<file path="src/rtl/lm_sm_sequencer.sv">
// LM/SM multi-cycle sequencer for the memory-access stage.
// Walks the register mask lowest-first, one access per cycle.
module lm_sm_sequencer #(
    parameter int ADDR_W = 16,
    parameter int MASK_W = 8,
    parameter int IDX_W  = 3
) (
    input  logic              clk,
    input  logic              reset_n,
    input  logic              start,
    input  logic              is_sm,
    input  logic [ADDR_W-1:0] base_addr,
    input  logic [MASK_W-1:0] reg_mask,
    input  logic              abort,
    output logic [ADDR_W-1:0] mem_addr,
    output logic              mem_write,
    output logic              rf_write,
    output logic [IDX_W-1:0]  reg_idx,
    output logic              stall_req,
    output logic              busy,
    output logic              last,
    output logic              done
);

    typedef enum logic [1:0] {
        S_IDLE = 2'd0,
        S_RUN  = 2'd1,
        S_DONE = 2'd2
    } state_t;

    state_t              state_q, state_d;
    logic [MASK_W-1:0]   mask_q, mask_d;
    logic [ADDR_W-1:0]   addr_q, addr_d;
    logic                sm_q, sm_d;
    logic [IDX_W-1:0]    low_idx;
    logic                one_left;
    logic                take;

    // Lowest set bit wins: scan from the top so the last hit is the lowest.
    always_comb begin
        low_idx = '0;
        for (int i = MASK_W - 1; i >= 0; i--) begin
            if (mask_q[i]) low_idx = IDX_W'(i);
        end
    end

    assign one_left = (mask_q & (mask_q - MASK_W'(1))) == '0;
    assign take     = start && !abort;

    always_ff @(posedge clk or negedge reset_n) begin
        if (!reset_n) begin
            state_q <= S_IDLE;
            mask_q  <= '0;
            addr_q  <= '0;
            sm_q    <= 1'b0;
        end else begin
            state_q <= state_d;
            mask_q  <= mask_d;
            addr_q  <= addr_d;
            sm_q    <= sm_d;
        end
    end

    always_comb begin
        state_d   = state_q;
        mask_d    = mask_q;
        addr_d    = addr_q;
        sm_d      = sm_q;
        mem_addr  = '0;
        mem_write = 1'b0;
        rf_write  = 1'b0;
        reg_idx   = '0;
        stall_req = 1'b0;
        busy      = 1'b0;
        last      = 1'b0;
        done      = 1'b0;
        unique case (state_q)
            S_IDLE: begin
                if (take) begin
                    if (reg_mask != '0) begin
                        state_d   = S_RUN;
                        mask_d    = reg_mask;
                        addr_d    = base_addr;
                        sm_d      = is_sm;
                        stall_req = reset_n;
                    end else begin
                        state_d = S_DONE;
                    end
                end
            end
            S_RUN: begin
                busy      = 1'b1;
                mem_addr  = addr_q;
                reg_idx   = low_idx;
                mem_write = sm_q && !abort;
                rf_write  = !sm_q && !abort;
                last      = one_left;
                stall_req = !one_left;
                mask_d    = mask_q & (mask_q - MASK_W'(1));
                addr_d    = addr_q + ADDR_W'(1);
                if (abort) begin
                    state_d = S_IDLE;
                    mask_d  = '0;
                end else if (one_left) begin
                    state_d = S_DONE;
                end
            end
            S_DONE: begin
                done    = 1'b1;
                state_d = S_IDLE;
            end
            default: state_d = S_IDLE;
        endcase
    end

endmodule
</file>
<file path="config.mk">
export PLATFORM = sky130hd
export DESIGN_NAME = lm_sm_sequencer
export DESIGN_NICKNAME = d
export VERILOG_FILES = /design/src/rtl/lm_sm_sequencer.sv
export SDC_FILE = /design/constraint.sdc
export NUM_CORES = 1
export LEC_CHECK = 0
export CELL_PAD_IN_SITES_DETAIL_PLACEMENT = 1
export CELL_PAD_IN_SITES_GLOBAL_PLACEMENT = 1
export CORE_AREA = 2 2 73 75
export DETAILED_ROUTE_END_ITERATION = 10
export DIE_AREA = 0 0 75 77
export PLACE_DENSITY_LB_ADDON = 0.12
export SLEW_MARGIN = 25
export SYNTH_ARGS = -nofsm -noshare
export SYNTH_HDL_FRONTEND = slang
export SYNTH_SLANG_ARGS = --single-unit
</file>
<file path="constraint.sdc">
create_clock -name clk -period 7.5 [get_ports clk]
set_input_delay 2.25 -clock clk [delete_from_list [all_inputs] [get_ports clk]]
set_output_delay 2.25 -clock clk [all_outputs]
set_load 0.03 [all_outputs]
</file>
==> results of run 1 <==
[synth_stat cells (all sizes together), types with 2 or more instances]
library cell   n  area, sq um
inv            6         22.5
nor4           4         25.0
nand3          5         25.0
nor2          18         67.6
a21oi         13         65.1
a211oi         4         35.0
and3           5         31.3
o22ai          7         43.8
o221a          4         45.0
nand2         13         48.8
a31oi          3         18.8
and4           3         26.3
o2bb2ai        2         17.5
nor3b          3         27.5
maj3           2         20.0
nor2b          2         12.5
nor3          10         50.1
and2          13         81.3
a311oi         4         35.0
a22o          10         87.6
nand4          5         31.3
buf            6         55.1
dfrtp         27          676
o211ai         2         33.8
nand2b         3         18.8
o21ai          3         18.8
or4            4         41.3
clkbuf         8         30.0
[placed cells by master (no fill, tap or decap), types with 3 or more instances in the layout]
cell type        netlist  final
a211oi_1               3      3
a21oi_1               13     13
a22o_1                10     10
a311oi_1               4      4
a31oi_1                3      3
and2_1                13     13
and3_1                 5      5
and4_1                 3      3
buf_4                  0      3
clkbuf_8               0      3
clkdlybuf4s50_1        0     53
dfrtp_1               27     27
inv_1                  6      6
nand2_1               13     13
nand2b_1               3      3
nand3_1                5      5
nand4_1                5      5
nor2_1                18     18
nor3_1                10     10
nor4_1                 4      4
o22ai_1                7      7
or4_4                  3      3
[state kept, by name (all words and copies together), names as in the netlist]
| name | count |
|---|---|
| mask_q | 8 |
| state_q | 2 |
| addr_q | 16 |
| sm_q | 1 |
[kinds of logic after synthesis]
| group | count (synthesis) | share of synthesized area [%] |
|---|---|---|
| buffers and inverters | 21 | 6.00 |
| and+or+nand+nor | 89 | 26.6 |
| AOI/OAI and AO/OA | 67 | 29.3 |
| adders and majority gates | 3 | 1.75 |
| DFF | 27 | 36.4 |
[worst paths after layout]
check,start,endpoint,slack [ps],cells past startpoint
max reg2reg,state_q[1],addr_q[15],5060,5
min reg2reg,addr_q[15],addr_q[15],500,1
min,addr_q[15],addr_q[15],500,1
max in group asynchronous,reset_n,addr_q[4],4800,2
min in group asynchronous,reset_n,addr_q[10],2430,2
max,reg_mask[0],stall_req,870,5
[cell type report]
type	instances	area [sq um]	area share, %
Clock buffer	3	41.3	1.68
Clock inverter	1	7.51	0.305
Inverter	7	26.3	1.07
Multi-Input combinational cell	159	1070	43.5
Sequential cell	27	676	27.4
Tap cell	70	87.6	3.56
Timing Repair Buffer	56	553	22.4
[layer usage]
metal	global-route usage (%)	share of wire (%)
met1	29.5	47
met2	32.8	48
met3	2.63	4.9
met4	4.29	0.68
met5	0	0
[power groups by stage]
stage / clock, mW / sequential (mW) / combinational (mW)
after floorplan: 0 / 0.257 / 0.328
after global placement: 0 / 0.287 / 0.439
after detailed placement: 0 / 0.290 / 0.448
after CTS: 0.0888 / 0.287 / 0.451
after global routing: 0.0969 / 0.301 / 0.488
final: 0.0873 / 0.288 / 0.446
[metrics by stage]
stage | util [%] | instances | hold slack [ps] | cell area, sq um | setup slack [ps]
6_report | 49.5 | 323 | 496 | 2460 | 868
5_1_grt | 49.5 | 323 | 522 | 2460 | 813
4_1_cts | 49.4 | 323 | 503 | 2460 | 865
3_5_place_dp | 48.4 | 319 | 490 | 2410 | 866
3_3_place_gp | 48.4 | 319 | 473 | 2410 | 887
2_1_floorplan | - | 207 | 458 | 1860 | 1680
[critical path: cells and delay by family]
kind / cells / cell delay, ps
compound gates: 2 / 480
simple gates: 1 / 600
buf+inv: 2 / 1060
==> metrics.md, run 1 <==
| Metric | Value |
|---|---|
| Pwr/cell area | `333 nW/um^2` |
| Antenna Nets Post-Route | `0` |
| DRT Wirelength | `5600 microns` |
| Nets | `284` |
| Proportion of synthesized chip area in sequential cells | `36.4%` |
| Vias in the first global route | `1830` |
| Hold_buf cts | `0` |
| Fillers | `587` |
| Worst slew pin tran | `922 ps` |
| Primary FF master, synth | `dfrtp_1` |
| Synth-to-layout area growth | `32.8%` |
| Slowest cell on crit path | `or4_4` |
| Global route overflow | `0` |
| Sequential power share | `35.1%` |
| Internal power | `435 uW` |
| Layout cells sized above 1 | `7.51%` |
| Crit start category | `input pin` |
| Clock Power Share | `10.6%` |
| Lkg Pwr | `0.971 nW` |
| Total number of vias | `1829` |
| Distinct cells, synth | `53` |
| RSZ-0062 raised after global routing | `false` |
| Synthesized instance count | `207` |
| DP HPWL | `4010 microns` |
| Combinational power share | `54.3%` |
| PortBufs | `53` |
| Worst skew pair latency | `280 ps` |
| Iteration-0 DRC Markers | `65` |
| Die H | `77 microns` |
| Max cap viols | `0` |
| Die X | `75 microns` |
| CP Data Required Time | `5250 ps` |
| Kind of end point of the critical path | `output port` |
| Clk sinks | `27` |
| Syn Area/Cell | `8.96 sq um` |
| Final setup violation count | `0` |
| Fmax | `0.151 GHz` |
| Post-synth EDFFs | `0` |
| Mapped cell area | `1860 sq um` |
| Row cnt | `26` |
| Outcome | `completed` |
| Final Total Pwr | `821 uW` |
| CTS tree | `built` |
| WS Path Type | `in -> out` |
| Setup Fix Bufs, Post-CTS | `0` |
| Post-synthesis register bit count | `27` |
| Worst slew margin | `38.1%` |
| Final worst path period need | `6630 ps` |
| Worst hold path class | `reg -> reg` |
| Maximum VDD drop | `0.134 mV` |
| DR vias/cell | `5.66` |
| Hold Violations, Final | `0` |
| Total CTS buffers | `3` |
| First-pass GRT wire length | `9260 microns` |
| Number of diodes | `0` |
| Die area | `5780 sq um` |
| Initial core utilization | `37.3%` |
| Psw | `386 uW` |
| Setup TNS | `0 ps` |
| Post-synth ARST share | `100%` |
| Syn Nets | `237` |
| Yosys warning count | `0` |
| CP max FO | `3` |
| Antenna violations before repair | `0` |
| Gr usage total | `20.6%` |
| Crit-path most repeated cell | `clkdlybuf4s50_1` |
| Largest net degree at the start of global routing | `37` |
| Fin crit share | `88.4%` |
| Core area | `4980 sq um` |
| DR pass1 iterations | `4` |
| Clock Skews | `6.03 ps` |
| Max clock buf depth | `2` |
| Pins Over Slew Limit | `0` |
| CP arrival | `4380 ps` |
| Post_cts resized | `0` |
| CTS clock-pin slew for the worst setup and hold paths | `100 ps` |
| Clock root cell | `clkbuf_8` |
| Sw frac | `47.0%` |
| Crit path cell chain | `clkdlybuf4s50_1 -> or4_4 -> o211a_1 -> a22o_1 -> clkdlybuf4s50_1` |
| CTS HTree Levels | `1` |
| Gpl congestion | `0.813` |
| WL/cell | `17.3 microns` |
| DRC | `0` |
| Slowest Stage Delay on Critical Path | `600 ps` |
| Io pins | `54` |
(Power assumes the default switching activity.)
==> run 2: changes to the inputs <==
SLEW_MARGIN = 40   (was 25)
clock period = 8.19 ns   (was 7.5 ns; I/O delays follow)
==> metrics.md, run 2 (synthesis gave the netlist of run 1 again) <==
| Metric | Value |
|---|---|
| Outcome | `completed` |
| Fin area | `2450 sq um (-0.41%)` |
| DR vias/cell | `5.75 (+1.5%)` |
| Worst Hold Depth | `1 (unchanged)` |
| R2R Setup Slk | `5850 ps (+790 ps)` |
| Antenna violations before repair | `0 (unchanged)` |
| DR pass1 iterations | `4 (unchanged)` |
| Die X | `75 microns (unchanged)` |
| CP arrival | `4830 ps (+450 ps)` |
| Row cnt | `26 (unchanged)` |
| Final worst path period need | `7280 ps` |
| CTS tree | `built` |
| Gpl congestion | `0.865 (+6.4%)` |
| Gr usage total | `20.3% (-0.26 points)` |
| Clock root cell | `clkbuf_8` |
| Worst skew pair latency | `280 ps (about the same)` |
| Fin crit share | `88.9%` |
| Hold Violations, Final | `0 (unchanged)` |
| Global route overflow | `0 (unchanged)` |
| Hold WS | `509 ps (+13.0 ps)` |
| PortBufs | `53 (unchanged)` |
| Max cap viols | `0 (unchanged)` |
| Lkg Pwr | `0.970 nW (about the same)` |
| Final Total Pwr | `750 uW (-8.6%)` |
| Synth-to-layout area growth | `32.2%` |
| Kind of end point of the critical path | `output port` |
| Hold_buf cts | `0 (unchanged)` |
| Min-delay src | `addr_q[15]` |
| Most common cell after layout, fill and taps aside | `clkdlybuf4s50_1` |
| Largest net degree at the start of global routing | `37 (unchanged)` |
| Fillers | `607 (+3.4%)` |
| Setup TNS | `0 ps (unchanged)` |
| Worst reg-to-reg path cell count | `6 (+1)` |
| Worst slew margin | `56.5% (+18 points)` |
| Layout cells sized above 1 | `7.14% (-0.37 points)` |
| Antenna Nets Post-Route | `0 (unchanged)` |
| Total number of vias | `1851 (+1.2%)` |
| Fmax | `0.137 GHz` |
| Most frequent cells in the layout | `53 x clkdlybuf4s50_1, 27 x dfrtp_1, 18 x nor2_1` |
| Number of diodes | `0 (unchanged)` |
| Iteration-0 DRC Markers | `84 (+29%)` |
| Top flop regs | `addr_q: 16 flops, mask_q: 8 flops, state_q: 2 flops` |
| Clk sinks | `27 (unchanged)` |
| WL/cell | `17.5 microns (+0.90%)` |
| FF-to-FF Start | `state_q[1]` |
| Total CTS buffers | `3 (unchanged)` |
| CP startpoint | `reg_mask[4]` |
| Largest register FFs | `16 (unchanged)` |
| Final setup violation count | `0 (unchanged)` |
| Top reg by flops | `addr_q` |
| Io pins | `54 (unchanged)` |
| DRC | `0 (unchanged)` |
| Nets | `283 (-0.35%)` |
| Worst slew pin tran | `652 ps (-270 ps)` |
| First-pass GRT wire length | `9260 microns (unchanged)` |
| DP Area | `2410 sq um (-0.10%)` |
| Pins Over Slew Limit | `0 (unchanged)` |
| DP HPWL | `3940 microns (-1.7%)` |
| Fin util | `49.3% (-0.20 points)` |
| Vias in the first global route | `1865 (+1.9%)` |
| CP max FO | `14 (+11)` |
| Max clock buf depth | `2 (unchanged)` |
| DRT Wirelength | `5630 microns (+0.59%)` |
| WS Path Type | `in -> out` |
| CTS HTree Levels | `1 (unchanged)` |
| Setup Fix Bufs, Post-CTS | `0 (unchanged)` |
| CTS clock-pin slew for the worst setup and hold paths | `100 ps (about the same)` |
| RSZ-0062 raised after global routing | `false` |
| Die H | `77 microns (unchanged)` |
| Initial core utilization | `37.3% (unchanged)` |
| Core area | `4980 sq um (unchanged)` |
| Worst hold path class | `reg -> reg` |
| Post_cts resized | `0 (unchanged)` |
| CP Data Required Time | `5730 ps (+480 ps)` |
| Maximum VDD drop | `0.111 mV (-17%)` |
| Pwr/cell area | `306 nW/um^2 (-8.2%)` |
| Die area | `5780 sq um (unchanged)` |
| Crit start category | `input pin` |
| Clock Skews | `9.44 ps (+3.40 ps)` |
## run 2: critical path, stage by stage
cell and delay (ps):
clkdlybuf4s50_1 440, or4_4 590, o211a_1 440, a22o_1 310
clkdlybuf4s50_1 590
## run 2: per-layer routing
layer | track usage, % | routed length (microns)
met1 | 29.8 | 2740
met2 | 31.2 | 2600
met3 | 3.02 | 227
met4 | 4.46 | 64
met5 | 0 | 0
## run 2: area by class of cell
cell class              count  area (sq um)  share of cell area (%)
inverters                   7          27.5                    1.12
multi-input cells         159          1070                    43.7
clock buffers               4          45.0                    1.84
repair buffers             55           546                    22.2
well taps                  70          87.6                    3.57
flip-flops and latches     27           676                    27.5
## run 2: path summary, 6_finish.rpt
path / to
worst min register to register: addr_q[15]
min in group asynchronous: addr_q[14]
worst max register to register: addr_q[15]
worst max-delay path: stall_req
worst min-delay path: addr_q[15]
max in group asynchronous: sm_q
## run 2: per-stage QoR
stage | cells | setup WS [ps]
6_report | 322 | 906
5_1_grt | 322 | 812
4_1_cts | 322 | 895
3_5_place_dp | 318 | 899
3_3_place_gp | 318 | 921
2_1_floorplan | 207 | 1950
## run 2: report_power, final
group,leakage (nW),total (mW),internal [mW],switching (mW)
Clock,0.0228,0.0776,0.0349,0.0427
Sequential,0.319,0.265,0.185,0.0798
Combinational,0.628,0.408,0.178,0.230
